**src/rtl/cic_pkg.sv**
```systemverilog
// rtl/cic_pkg.sv - shared CIC types and ratio helpers
package cic_pkg;

  typedef enum logic {
    ST_IDLE = 1'b0,
    ST_ACC  = 1'b1
  } cic_state_t;

  function automatic int rate_width(input int r_max);
    return $clog2(r_max + 1);
  endfunction

  // A ratio of 0 is meaningless, so it decimates by 1.
  function automatic int clamp_ratio(input int rate, input int r_max);
    if (rate == 0)
      return 1;
    if (rate > r_max)
      return r_max;
    return rate;
  endfunction

endpackage

```
**src/rtl/cic_decim_phase_ctr.sv**
```systemverilog
// rtl/cic_decim_phase_ctr.sv - decimation phase counter with latched ratio
import cic_pkg::*;

module cic_decim_phase_ctr #(
  parameter int R_MAX = 8,
  parameter int RW    = rate_width(R_MAX)
) (
  input  logic          clk,
  input  logic          rstn,
  input  logic          i_clr,
  input  logic          i_valid,
  input  logic          i_idle,
  input  logic [RW-1:0] i_rate,
  output logic          o_term
);

  logic [RW-1:0] r_cnt;
  logic [RW-1:0] r_rate_q;
  logic [RW-1:0] w_eff;
  logic          w_term;

  assign w_eff = RW'(clamp_ratio(int'(i_rate), R_MAX));

  // When no window is open the fresh ratio decides; otherwise the latched one.
  assign w_term = i_idle ? (w_eff == RW'(1)) : (r_cnt == r_rate_q - RW'(1));
  assign o_term = w_term;

  always_ff @(posedge clk or negedge rstn) begin
    if (!rstn) begin
      r_cnt    <= '0;
      r_rate_q <= RW'(1);
    end else if (i_clr) begin
      r_cnt <= '0;
    end else if (i_valid) begin
      if (i_idle)
        r_rate_q <= w_eff;
      r_cnt <= w_term ? '0 : r_cnt + RW'(1);
    end
  end

endmodule

```
**src/rtl/cic_decimator.sv**
```systemverilog
// rtl/cic_decimator.sv - CIC rate-change stage; CIC_DECIM_OVF_EN enables overflow tracking
import cic_pkg::*;

module cic_decimator #(
  parameter int WIDTH = 8,
  parameter int R_MAX = 8
) (
  input  logic                         clk,
  input  logic                         rstn,
  input  logic [WIDTH-1:0]             a,
  input  logic                         a_valid,
  input  logic                         ovf_in,
  input  logic [rate_width(R_MAX)-1:0] rate,
  input  logic                         clr,
  output logic [WIDTH-1:0]             y,
  output logic                         y_valid,
  output logic                         overflow
);

  localparam int RW = rate_width(R_MAX);

  cic_state_t       r_state;
  logic [WIDTH-1:0] r_y;
  logic             r_y_valid;
  logic             w_term;

  cic_decim_phase_ctr #(
    .R_MAX (R_MAX),
    .RW    (RW)
  ) u_phase_ctr (
    .clk     (clk),
    .rstn    (rstn),
    .i_clr   (clr),
    .i_valid (a_valid),
    .i_idle  (r_state == ST_IDLE),
    .i_rate  (rate),
    .o_term  (w_term)
  );

  always_ff @(posedge clk or negedge rstn) begin
    if (!rstn) begin
      r_state   <= ST_IDLE;
      r_y       <= '0;
      r_y_valid <= 1'b0;
    end else begin
      r_y_valid <= 1'b0;
      if (clr) begin
        r_state <= ST_IDLE;
      end else if (a_valid) begin
        if (w_term) begin
          r_y       <= a;
          r_y_valid <= 1'b1;
          r_state   <= ST_IDLE;
        end else begin
          r_state <= ST_ACC;
        end
      end
    end
  end

  assign y       = r_y;
  assign y_valid = r_y_valid;

`ifdef CIC_DECIM_OVF_EN
  logic r_acc;
  logic r_overflow;

  // The emitting sample's own flag is folded in before the window closes.
  always_ff @(posedge clk or negedge rstn) begin
    if (!rstn) begin
      r_acc      <= 1'b0;
      r_overflow <= 1'b0;
    end else if (clr) begin
      r_acc <= 1'b0;
    end else if (a_valid) begin
      if (w_term) begin
        r_overflow <= r_acc | ovf_in;
        r_acc      <= 1'b0;
      end else begin
        r_acc <= r_acc | ovf_in;
      end
    end
  end

  assign overflow = r_overflow;
`else
  logic w_unused_ovf;
  assign w_unused_ovf = ovf_in;
  assign overflow     = 1'b0;
`endif

endmodule

```
**config.mk**
```make
export PLATFORM = sky130hd
export DESIGN_NAME = cic_decimator
export DESIGN_NICKNAME = d
export VERILOG_FILES = /design/src/rtl/cic_pkg.sv /design/src/rtl/cic_decim_phase_ctr.sv /design/src/rtl/cic_decimator.sv
export SDC_FILE = /design/constraint.sdc
export NUM_CORES = 1
export LEC_CHECK = 0
export ABC_CLOCK_PERIOD_IN_PS = 2800
export BUFFER_PORTS_ARGS = -buffer_cell sky130_fd_sc_hd__buf_2
export CAP_MARGIN = 40
export CORE_UTILIZATION = 50
export CTS_BUF_LIST = sky130_fd_sc_hd__clkbuf_8
export DETAILED_ROUTE_END_ITERATION = 10
export PLACE_DENSITY = 0.78
export SYNTH_ARGS = -nofsm -noshare
export SYNTH_HDL_FRONTEND = slang
export SYNTH_HIERARCHICAL = 1
export SYNTH_SLANG_ARGS = --single-unit
```
**constraint.sdc**
```tcl
create_clock -name clk -period 2.8 [get_ports clk]
set_clock_uncertainty 0.05 [all_clocks]
set_input_delay 0.28 -clock clk [delete_from_list [all_inputs] [get_ports clk]]
set_output_delay 0.28 -clock clk [all_outputs]
set_load 0.02 [all_outputs]
```
==> results.md, run 1 <==
Hold path:
- The hold path startpoint is clr.
- The classification of the worst-slack hold path is input port to flop.
- The depth of the worst hold-timing path is 2.
- The worst hold endpoint is r_state.

Synth:
- The instance count of the mapped netlist is 74.
- The number of synthesized flops with an enable pin is 0.
- The register bit total from synthesis is 18.
- The number of nets in the synthesized netlist is 93.
- The leading area contributor after synthesis is dfrtp_1.
- dfrtp_1 is the most common cell in the netlist.
- Each instance of the synthesized netlist takes up on average 12.0 sq um.
- Yosys mapped the design onto 29 distinct sky130hd cell types.
- After synthesis the cells add up to 890 sq um.
- After synthesis, the cell types taking the most area are dfrtp_1 (48%), mux2_2 (11%), xnor2_1 (4.9%), dfstp_2 (3.0%), ha_1 (2.8%).
- After synthesis, the most frequently instantiated cells are dfrtp_1 (17), mux2_2 (9), nand2_1 (5), xnor2_1 (5), inv_1 (4).
- The fraction of post-synthesis cell area in the top cell type by area is 47.8%.
- Counting flops with an async set or reset pin after synthesis yields a share of 100%.
- The most used flip-flop cell after synthesis is dfrtp_1.
- The Yosys step of the flow raised 6 warnings.
- The sequential area share after synthesis is 50.8%.

Critical path:
- The worst setup path is captured at a flop.
- For this design, the slowest cell found on the critical path is dfstp_2.
- The worst register-to-register path ends at y[3].
- For the worst flop-to-flop path, the logic depth is 8.
- The category of the worst setup path launch point is a flop.
- The slack of the worst reg-to-reg path is 0.63 ns.
- The start of the worst register-to-register path is u_phase_ctr/r_rate_q[0].
- At the worst endpoint, the required time is 2.89 ns.
- On the worst path, the slowest cell contributes a delay of 0.57 ns.
- At the worst endpoint, the arrival time is between 2 and 2.5 ns.
- Along the worst path, the maximum fanout reaches 9.
- The signal on the critical path passes through inv_1, ha_1, xor2_1, xnor2_1, nand3_1, nand2_1, nand3b_4, mux2_2.
- The classification of the worst setup path is flop to flop.

Timing:
- Static timing analysis puts the maximum clock frequency at 0.461 GHz.
- The minimum clock period is 2.17 ns.
- Adding up every negative setup slack in the final design gives 0 ns.
- The count of final hold-check violations is 0.
- The count of pins over their slew limit is 0.
- The setup-violating endpoint count in the final report is 0.
- Setup repair after global routing left no endpoint under its margin.
- The fraction of the cycle the final worst path needs is just under 80%.

Clocking:
- The clock root buffer is clkbuf_8.
- CTS built an H-tree with a depth of 1.
- Clock tree synthesis found a total of 18 sinks.
- TritonCTS built the clock tree.
- The clock reaches the later pin of the worst-skew pair after 0.25 ns.
- Clock-pin slew was measured on the worst setup and hold paths at about 0.060 ns.
- The maximum number of buffers from clock root to sink is 2.
- The post-CTS setup buffer count is 0.
- The number of buffers created by CTS is 3.
- After clock tree synthesis, the flow added hold-fix buffers numbering 1.
- In this run, post-CTS repair resized a total of 0 instances.

Global routing:
- The initial antenna violation count is 0.
- Summed over all layers, the global routing overflow is 0.
- The pin count of the biggest net entering global routing is 19.
- The wire length of the first global-routing pass is about 2.7 mm.
- The number of global-route vias before repair is slightly below 700.
- Across every metal layer, demand over resource in global routing totals 19.7%.

Finish:
- After routing the design area is about 0.0011 sq mm.
- After filler insertion, the fill cell instance count of the layout stands at between 100 and 150.
- The post-synthesis to final-layout area growth is 22.2%.
- Cells with a size suffix above 1 make up between 40% and 50% of the layout.
- The number of antenna repair diodes is 0.
- The area used by multi-input combinational logic is 415 sq um.
- Summing all flip-flop and latch instances after layout gives roughly 450 sq um.
- The filler-free cell count of the finished design is 118.
- At the end of the flow, the number of nets in the layout was 122.

Place:
- Summing all placed instances gives a cell area of a little over 0.001 sq mm.
- After detailed placement, the design holds a cell count of 113.
- Routability-driven placement finished with a final weighted congestion of 0.835.
- Buffers placed on the I/O ports in this run total 24.

Floorplan:
- The floorplan step defined a die boundary enclosing 0.00195 sq mm.
- The area of the core is about 0.0016 sq mm.
- Once the floorplan was initialized, standard cells occupied a little under three fifths of the core.
- 27 I/O pins were placed.
- From left edge to right edge, the die measures 44.2 microns.
- The cell row count is 14.
- The die height is 44.2 microns.

Power and ir drop:
- The worst voltage drop across the vdd grid is 0.510 mV.
- The power density over cell area is roughly 700 mW/mm^2.
- Summed over all cells, the static leakage comes to 0.552 nW.

Routing:
- The sum of routed wire length over all layers is 1.56 mm.
- In the routed design, unresolved DRC markers number 0.
- The total number of vias is between 600 and 700.
- After detailed routing, the average wire length per cell comes to roughly 13 microns.
- The count of TritonRoute iterations in the first routing pass is 6.
- The antenna violation net count after detailed routing is 0.
- The violation count after the first detailed-routing iteration is 8.
- In the routed layout, each cell is associated on average with a via count of 5.37.

Status:
- The run finished with clean final reports.

Flow run:
- Max-cap violations in this run came to 0.
cells by family (layout without fill, tap and decap cells):
family,after synthesis,count (layout),synth area share (%)
buffers and inverters,5,33,2.53
AND/OR/NAND/NOR,22,22,16.2
flip-flops,18,18,50.8
AO/OA/AOI/OAI,9,9,7.74
XOR/XNOR,7,7,6.89
multiplexers,10,10,12.7
adder cells (fa/ha/maj),2,2,2.81
other,1,1,0.422
metrics by stage:
stage	setup WS (ns)	power, W	hold WS, ns	util, %
after floorplan	0.784	0.000485	-0.0656	-
after global placement	0.676	0.000548	0.176	64.8
after detailed placement	0.619	0.000558	0.186	64.8
after CTS	0.607	0.000770	0.162	69.0
after global routing	0.475	0.000800	0.173	69.0
final	0.630	0.000758	0.168	69.0
where the power goes:
part | switching, W | internal [W] | total (W)
clock network | 0.0000804 | 0.000125 | 0.000205
registers | 0.0000296 | 0.000311 | 0.000340
logic | 0.000120 | 0.0000931 | 0.000213
total | 0.000230 | 0.000529 | 0.000758
layout make-up:
cell class / count / area share, %
timing repair buffer: 25 / 12.0
tap: 16 / 1.84
inverter: 4 / 1.38
multi-input combinational: 51 / 38.2
clock buffer: 4 / 5.06
sequential: 18 / 41.5
worst max path at each step:
stage               slack, ns                     from   end  cells after the start
detailed placement       0.62  u_phase_ctr/r_rate_q[0]  y[3]                      8
CTS                      0.61  u_phase_ctr/r_rate_q[0]  y[7]                      8
global placement         0.68  u_phase_ctr/r_rate_q[0]  y[4]                      8
finish                   0.63  u_phase_ctr/r_rate_q[0]  y[3]                      8
floorplan                0.78  u_phase_ctr/r_rate_q[0]  y[0]                      8
global route             0.47  u_phase_ctr/r_rate_q[0]  y[7]                      8
worst max-delay path: cells and delay by family, from the launching register on:
kind | cells | cell delay, ns
DFF | 1 | 0.57
and+or+nand+nor | 3 | 0.42
buffers and inverters | 1 | 0.05
xor gates and xnor gates | 2 | 0.47
adders and majority gates | 1 | 0.19
muxes | 1 | 0.30
state kept, by name, indices dropped and copies added (netlist names):
name and count:
u_phase_ctr/r_cnt 4, u_phase_ctr/r_rate_q 4, r_state 1, y 8, y_valid 1
cells in the final DEF, fill, tap and decap left out, drive strengths merged:
cell and count:
nor2b 2, a31oi 2, dfstp 1, a22o 2, or4b 1, nor3 2
nor2 3, a221o 1, or2b 2, xor2 2, buf 24, o31ai 1
conb 1, o21ai 2, clkbuf 4, inv 4, dlygate4sd3 1, nand4b 1
a21oi 1, xnor2 5, ha 2, nand3 2, mux2 10, nand2b 2
dfrtp 17, nand3b 1, nand2 6
metal layers:
metal | share of wire (%) | vias to the layer above | GRT usage, %
met1 | 44 | 305 | 21.4
met5 | 0 | - | 0
li1 | - | 311 | -
met4 | 0.96 | 0 | 12.7
met2 | 52 | 16 | 34.7
met3 | 2.6 | 2 | 3.67
(Power assumes the default switching activity.)
==> run 2: changes to the inputs <==
--- a/config.mk
+++ b/config.mk
@@ -5,13 +5,13 @@
 export SDC_FILE = /design/constraint.sdc
 export NUM_CORES = 1
 export LEC_CHECK = 0
-export ABC_CLOCK_PERIOD_IN_PS = 2800
+export ABC_CLOCK_PERIOD_IN_PS = 1800
 export BUFFER_PORTS_ARGS = -buffer_cell sky130_fd_sc_hd__buf_2
 export CAP_MARGIN = 40
-export CORE_UTILIZATION = 50
+export CORE_UTILIZATION = 47
 export CTS_BUF_LIST = sky130_fd_sc_hd__clkbuf_8
 export DETAILED_ROUTE_END_ITERATION = 10
-export PLACE_DENSITY = 0.78
+export PLACE_DENSITY = 0.77
 export SYNTH_ARGS = -nofsm -noshare
 export SYNTH_HDL_FRONTEND = slang
 export SYNTH_HIERARCHICAL = 1
==> constraint.sdc (replaced) <==
create_clock -name clk -period 1.8 [get_ports clk]
set_clock_uncertainty 0.05 [all_clocks]
set_input_delay 0.18 -clock clk [delete_from_list [all_inputs] [get_ports clk]]
set_output_delay 0.18 -clock clk [all_outputs]
set_load 0.02 [all_outputs]
==> run 2 against run 1 <==
  * The run now ends with negative setup slack left
  * Routed wire length increased by 13%
  * Die area increased by 6.1%
  * Hold slack got worse by 0.098 ns
  * Non-clock buffer count increased by 7
  * Utilization increased by 1.0 points
  * Power increased by 68%
  * Critical path depth unchanged
  * Clock-buffer cell count unchanged
  * Sequential power increased by 54%
  * Sequential cell count unchanged
  * Critical path type unchanged
  * Largest power group unchanged
  * Highest routed layer unchanged
==> results.md, run 2 (synthesized netlist as in run 1, its figures left out) <==
Timing:
- The minimum clock period came to 1.97 ns (was 2.17 ns).
- The count of pins over their slew limit is 0 (unchanged).
- The sum of negative setup slack is -1.29 ns (was 0 ns).
- The count of final hold-check violations was 0 (unchanged).
- The hold slack was 0.0702 ns (was 0.168 ns).
- The fraction of the cycle the final worst path needs is 110% (was 77.5%).
- The final worst-path setup slack is -0.174 ns (was 0.630 ns).
- The upper clock frequency limit is 0.507 GHz (was 0.461 GHz).
- RSZ-0062 raised after global routing: true (was false).
- The setup-violating endpoint count in the final report came to 10 (was 0).

Power and ir drop:
- The post-layout total power is 0.00127 W (was 0.000758 W).
- The worst voltage drop across the vdd grid is 0.794 mV (was 0.510 mV).
- The power density over cell area is 1040 mW/mm^2 (was 697 mW/mm^2).
- The total leakage power is 0.625 nW (was 0.552 nW).

Finish:
- The final design instance area without fill is 0.00122 sq mm (was 0.00109 sq mm).
- The number of nets in the finished design is 130 (was 122).
- The post-synthesis to final-layout area growth is 37.3% (was 22.2%).
- The most common library cell in the layout ignoring fill and taps was buf_2 (unchanged).
- Most used cells in the layout excluding fill and tap cells: buf_2 (24), dfrtp_1 (17), mux2_2 (7), buf_4 (6) (was buf_2 (24), dfrtp_1 (17), mux2_2 (9), xnor2_1 (5), nand2_1 (5)).
- The number of antenna repair diodes is 0 (unchanged).
- The fraction of final layout cells with drive strength greater than 1 is 50.9% (was 42.2%).
- The number of flip-flops in the largest register came to 8 (unchanged).

Global routing:
- The pin count of the biggest net entering global routing is 19 (unchanged).
- The overall routing resource usage came to 19.3% (was 19.7%).
- The number of global-route vias before repair is 619 (was 694).
- The global-route congestion overflow total is 0 (unchanged).
- The wire length of the first global-routing pass is 2.73 mm (was 2.70 mm).
- The initial antenna violation count is 0 (unchanged).

Place:
- The weighted congestion at the end of routability-driven global placement is 0.755 (was 0.835).
- The count of buffers from port buffering is 24 (unchanged).
- The worst slack at placement is -0.163 ns (was 0.619 ns).
- The wire-length estimate of the detail-placed layout is 1.16 mm.
- The cell area reported after detailed placement is 0.00109 sq mm (was 0.00102 sq mm).

Critical path:
- The category of the worst setup path launch point is a flop (unchanged).
- The largest fanout of any net on the critical path was 5 (was 9).
- The critical path capture point type is a flop (unchanged).
- The worst path required time came to 1.89 ns (was 2.89 ns).
- The classification of the worst setup path was flop to flop (unchanged).
- The arrival time reported for the critical path endpoint is 2.06 ns (was 2.25 ns).

Routing:
- The number of remaining DRC errors was 0 (unchanged).
- The total number of vias is 664 (was 634).
- The routed wire length per instance came to 13.0 microns (was 13.2 microns).
- The antenna violation net count after detailed routing is 0 (unchanged).
- The count of TritonRoute iterations in the first routing pass is 4 (was 6).
- The detailed-route vias per instance is 4.92 (was 5.37).
- The sum of routed wire length over all layers came to 1.76 mm (was 1.56 mm).
- The violation count after the first detailed-routing iteration is 9 (was 8).

Status:
- The final reports fail on negative setup slack.
- Result of the run: finished with violations (was finished clean).

Floorplan:
- The count of boundary I/O pins is 27 (unchanged).
- The die height came to 45.5 microns (was 44.2 microns).
- The area of the core came to 0.00175 sq mm (was 0.00158 sq mm).
- The cell row count is 15 (was 14).
- The starting utilization of the core area was 51.0% (was 56.4%).
- The die span in x is 45.5 microns (was 44.2 microns).
- The area of the die is 0.00207 sq mm (was 0.00195 sq mm).

Clocking:
- The number of sinks on the clock net is 18 (unchanged).
- The worst-skew pair later-pin latency came to 0.25 ns (about the same).
- The number of buffers created by CTS is 3 (unchanged).
- The number of H-tree branching levels was 1 (unchanged).
- The clock root buffer was clkbuf_8 (unchanged).
- The clock transition at the register clock pins on the worst setup and hold paths after CTS is 0.06 ns (about the same).
- The clock tree from TritonCTS is done (unchanged).
- The maximum number of buffers from clock root to sink came to 2 (unchanged).

Flow run:
- The number of maximum-capacitance constraint violations is 0 (unchanged).

Hold path:
- The classification of the worst-slack hold path is input port to flop (unchanged).
## run 2: cell type report
class,count,area [sq um]
Sequential cell,18,452
Timing Repair Buffer,32,186
Inverter,4,15.0
Fill cell,131,524
Clock buffer,4,55.1
Tap cell,25,31.3
Multi-Input combinational cell,52,482
## run 2: final timing paths
check                                        startpoint                      end  slack (ns)  cells after the start
worst max-delay path            u_phase_ctr/r_rate_q[0]                     y[5]       -0.17                      8
worst min-delay path                            rate[3]  u_phase_ctr/r_rate_q[0]        0.07                      2
worst max register to register  u_phase_ctr/r_rate_q[0]                     y[5]       -0.17                      8
worst min register to register                     y[4]                     y[4]        0.45                      1
max in group asynchronous                          rstn  u_phase_ctr/r_rate_q[0]        1.06                      2
min in group asynchronous                          rstn                     y[1]        0.33                      2
## run 2: power breakdown
group / leakage, nW / total (W) / switching, W / internal, W
registers: 0.227 / 0.000525 / 0.0000421 / 0.000483
logic: 0.369 / 0.000424 / 0.000219 / 0.000204
clock network: 0.0288 / 0.000323 / 0.000128 / 0.000194
## run 2: per-stage QoR
stage | utilization [%] | std cells
global route | 70.0 | 135
global placement | 62.4 | 127
finish | 70.0 | 135
detailed placement | 62.4 | 127
floorplan | - | 74
CTS | 68.2 | 134
## run 2: repair_timing
action                                  CTS  global route
cloned                                    1             0
hold buffers                              1             0
setup buffers                             1             2
hold endpoints to repair                 17             0
resized for setup                         2             4
endpoints found under the setup margin    9            11
pin swaps                                 2             2
## run 2: worst max-delay path, stage by stage, from the launching register on
cell and delay, ns:
dfstp_2 0.54, inv_2 0.04, ha_4 0.23, xnor2_1 0.13, nor3_2 0.16, nand3_1 0.12, nand2_2 0.14, nand3b_4 0.14
mux2_4 0.32
## run 2: routing by layer
| metal | track usage (%) | up-vias | wire length (microns) |
|---|---|---|---|
| met5 | 0 | - | 0 |
| met4 | 7.27 | 0 | 10 |
| met3 | 7.14 | 2 | 88 |
| met2 | 30.0 | 20 | 855 |
| met1 | 24.4 | 315 | 800 |
| li1 | - | 327 | - |
==> run 3: changes to the inputs <==
--- a/config.mk
+++ b/config.mk
@@ -6,13 +6,14 @@
 export NUM_CORES = 1
 export LEC_CHECK = 0
 export ABC_CLOCK_PERIOD_IN_PS = 1800
-export BUFFER_PORTS_ARGS = -buffer_cell sky130_fd_sc_hd__buf_2
 export CAP_MARGIN = 40
-export CORE_UTILIZATION = 47
+export CORE_UTILIZATION = 50
 export CTS_BUF_LIST = sky130_fd_sc_hd__clkbuf_8
 export DETAILED_ROUTE_END_ITERATION = 10
-export PLACE_DENSITY = 0.77
+export DONT_BUFFER_PORTS = 1
+export PLACE_DENSITY = 0.68
 export SYNTH_ARGS = -nofsm -noshare
 export SYNTH_HDL_FRONTEND = slang
 export SYNTH_HIERARCHICAL = 1
 export SYNTH_SLANG_ARGS = --single-unit
+export TNS_END_PERCENT = 1
==> run 3 against run 2 <==
  * The flow still finishes with violations (negative setup slack)
  * Via count decreased by 12%
  * Routed wire length shrank 12%
  * Clock-buffer cell count stayed put
  * Sequential power is 16% higher
  * Register-to-register slack better by 0.02 ns
  * Worst setup slack improved by 0.021 ns
  * Critical path type unchanged
==> results.md, run 3 (synthesized netlist as in run 1, its figures left out) <==
Routing:
- The detailed-route vias per instance is 5.62 (was 4.92).
- The number of remaining DRC errors is 0 (unchanged).
- The antenna violation net count after detailed routing is 0 (unchanged).
- The count of TritonRoute iterations in the first routing pass is 1 (was 4).
- The sum of routed wire length over all layers is 1.54 mm (was 1.76 mm).
- The violation count after the first detailed-routing iteration came to 0 (was 9).
- The total number of vias was 584 (was 664).
- The routed wire length per instance was 14.8 microns (was 13.0 microns).

Finish:
- The number of antenna repair diodes is 0 (unchanged).
- The number of flip-flops in the largest register is 8 (unchanged).
- The post-synthesis to final-layout area growth is 25.9% (was 37.3%).
- The fraction of final layout cells with drive strength greater than 1 is 37.5% (was 50.9%).
- The number of fill cells in the layout is 117 (was 131).
- Most used cells in the layout excluding fill and tap cells: dfrtp_1 (17), mux2_2 (8), buf_4 (5) (was buf_2 (24), dfrtp_1 (17), mux2_2 (7), buf_4 (6)).
- The most common library cell in the layout ignoring fill and taps is dfrtp_1 (was buf_2).
- The share of the core filled with cells is 71.0% (was 70.0%).
- The number of nets in the finished design came to 108 (was 130).
- The area used by multi-input combinational logic was 489 sq um (was 482 sq um).
- The filler-free cell count of the finished design is 104 (was 135).
- The flip-flop and latch area is 452 sq um (unchanged).

Flow run:
- The number of maximum-capacitance constraint violations was 0 (unchanged).

Power and ir drop:
- The total net switching power is 0.000368 W (was 0.000389 W).
- The total internal power is 0.000837 W (was 0.000882 W).
- The fraction of power consumed by sequential logic is 50.5% (was 41.3%).
- The power share of the clock group is 26.8% (was 25.4%).
- The net switching share of the total power is 30.6% (about the same).
- The power density over cell area is 1080 mW/mm^2 (was 1040 mW/mm^2).
- The post-layout total power is 0.00120 W (was 0.00127 W).
- The relative contribution of combinational cells to total power was 22.7% (was 33.3%).
- The worst voltage drop across the vdd grid came to 0.822 mV (was 0.794 mV).
- The total leakage power is 0.532 nW (was 0.625 nW).

Timing:
- The headroom to the max-slew limit is between 40% and 50%.
- The upper clock frequency limit came to 0.512 GHz (was 0.507 GHz).
- The fraction of the cycle the final worst path needs was 108% (was 110%).
- The count of pins over their slew limit is 0 (unchanged).
- The slew at the pin closest to its max-slew limit is between 0.7 and 0.8 ns.
- The count of final hold-check violations is 0 (unchanged).
- The final worst-path setup slack is -0.153 ns (was -0.174 ns).
- The sum of negative setup slack is -1.06 ns (was -1.29 ns).
- RSZ-0062 raised after global routing: true (unchanged).
- The setup-violating endpoint count in the final report came to 10 (unchanged).
- The minimum clock period is 1.95 ns (was 1.97 ns).

Place:
- The weighted congestion at the end of routability-driven global placement was 0.711 (was 0.755).
- The placed cell count is 94 (was 127).
- The post-detailed-placement half-perimeter wirelength is 1.09 mm (was 1.16 mm).
- The count of buffers from port buffering came to 0 (was 24).
- The worst slack at placement was -0.222 ns (was -0.163 ns).

Floorplan:
- The count of boundary I/O pins is 27 (unchanged).
- The area of the core is 0.00158 sq mm (was 0.00175 sq mm).
- The die span in x is 44.2 microns (was 45.5 microns).
- The starting utilization of the core area came to 56.4% (was 51.0%).
- The die height was 44.2 microns (was 45.5 microns).
- The area of the die is 0.00195 sq mm (was 0.00207 sq mm).
- The cell row count came to 14 (was 15).

Critical path:
- The capture point of the worst reg-to-reg path is y[7] (was y[5]).
- The worst path required time is 1.89 ns (about the same).
- The slack of the worst reg-to-reg path was -0.15 ns (was -0.17 ns).
- The classification of the worst setup path is flop to flop (unchanged).
- The critical path capture point type is a flop (unchanged).
- The category of the worst setup path launch point was a flop (unchanged).
- The largest fanout of any net on the critical path is 5 (unchanged).
- The arrival time reported for the critical path endpoint came to 2.04 ns (was 2.06 ns).
- The start of the worst register-to-register path is u_phase_ctr/r_rate_q[0] (unchanged).
- The length in cells of the worst reg-to-reg path came to 8 (unchanged).

Global routing:
- The initial antenna violation count was 0 (unchanged).
- The global-route congestion overflow total is 0 (unchanged).
- The wire length of the first global-routing pass is 2.57 mm (was 2.73 mm).
- The pin count of the biggest net entering global routing was 19 (unchanged).
- The overall routing resource usage is 19.0% (was 19.3%).
- The number of global-route vias before repair came to 599 (was 619).

Status:
- Result of the run: finished with violations (unchanged).
- Violations in the final reports: negative setup slack (unchanged).

Clocking:
- The clock root buffer was clkbuf_8 (unchanged).
- The number of buffers created by CTS was 3 (unchanged).
- The worst-skew pair later-pin latency is 0.25 ns (about the same).
- The clock tree from TritonCTS was done (unchanged).
- The maximum number of buffers from clock root to sink came to 2 (unchanged).
- The number of sinks on the clock net came to 18 (unchanged).
- The number of H-tree branching levels was 1 (unchanged).
- The clock transition at the register clock pins on the worst setup and hold paths after CTS is 0.06 ns (about the same).

Hold path:
- The depth of the worst hold-timing path was 1 (was 2).
- The worst hold endpoint was y[6] (was u_phase_ctr/r_rate_q[0]).
- The hold path startpoint is a[6] (was rate[3]).
- The classification of the worst-slack hold path is input port to flop (unchanged).
## run 3: cell types whose count changed in the layout (fill, tap and decap cells not counted), sizes merged
cell         change
buf             -25
dlygate4sd3      +3
## run 3: worst max-delay path by stage
stage,from,end,slack [ns]
floorplan,u_phase_ctr/r_rate_q[0],y[0],-0.22
global placement,u_phase_ctr/r_rate_q[0],y[3],-0.19
detailed placement,u_phase_ctr/r_rate_q[0],y[7],-0.22
CTS,u_phase_ctr/r_rate_q[0],y[7],-0.18
global route,u_phase_ctr/r_rate_q[0],y[7],-0.25
finish,u_phase_ctr/r_rate_q[0],y[7],-0.15
## run 3: repair_timing
item | in CTS | in global routing
setup buffers | 0 | 1
pin swaps | 5 | 7
endpoints found under the setup margin | 12 | 13
endpoints found under the hold margin | 20 | 1
gates cloned | 1 | 0
resized for setup | 7 | 4
hold buffers | 3 | 1
## run 3: layout make-up
cell class                      count  share of cell area [%]
Clock buffer                        4                    4.92
Timing Repair Buffer               10                    7.93
Sequential cell                    18                    40.3
Multi-Input combinational cell     52                    43.7
Inverter                            4                    1.34
Tap cell                           16                    1.79
## run 3: worst max-delay path, stage by stage (launching register included)
cell,delay (ns)
dfstp_2,0.54
inv_2,0.04
ha_4,0.21
xnor2_2,0.13
nor3_2,0.18
nand3_1,0.11
nand2_2,0.15
nand3b_4,0.13
mux2_4,0.31
## run 3: per-stage QoR
step | hold slack, ns | instance area, sq um
6_report | 0.0229 | 1120
5_1_grt | 0.00364 | 1120
4_1_cts | 0.00479 | 1080
3_5_place_dp | -0.165 | 940
3_3_place_gp | -0.165 | 940
2_1_floorplan | -0.166 | 890
## run 3: routing by layer
metal | wire length (microns) | global-route usage [%] | vias up
met5 | 0 | 0 | -
met4 | 17 | 10.9 | 0
met3 | 89 | 5.71 | 4
met2 | 789 | 30.3 | 16
met1 | 646 | 22.9 | 281
li1 | - | - | 283
## run 3: power by group through the flow
stage	combinational [W]	clock (W)	sequential, W
6_report	0.000274	0.000323	0.000608
3_5_place_dp	0.000210	0	0.000614
4_1_cts	0.000256	0.000333	0.000608
2_1_floorplan	0.000151	0	0.000603
5_1_grt	0.000296	0.000358	0.000617
3_3_place_gp	0.000201	0	0.000613
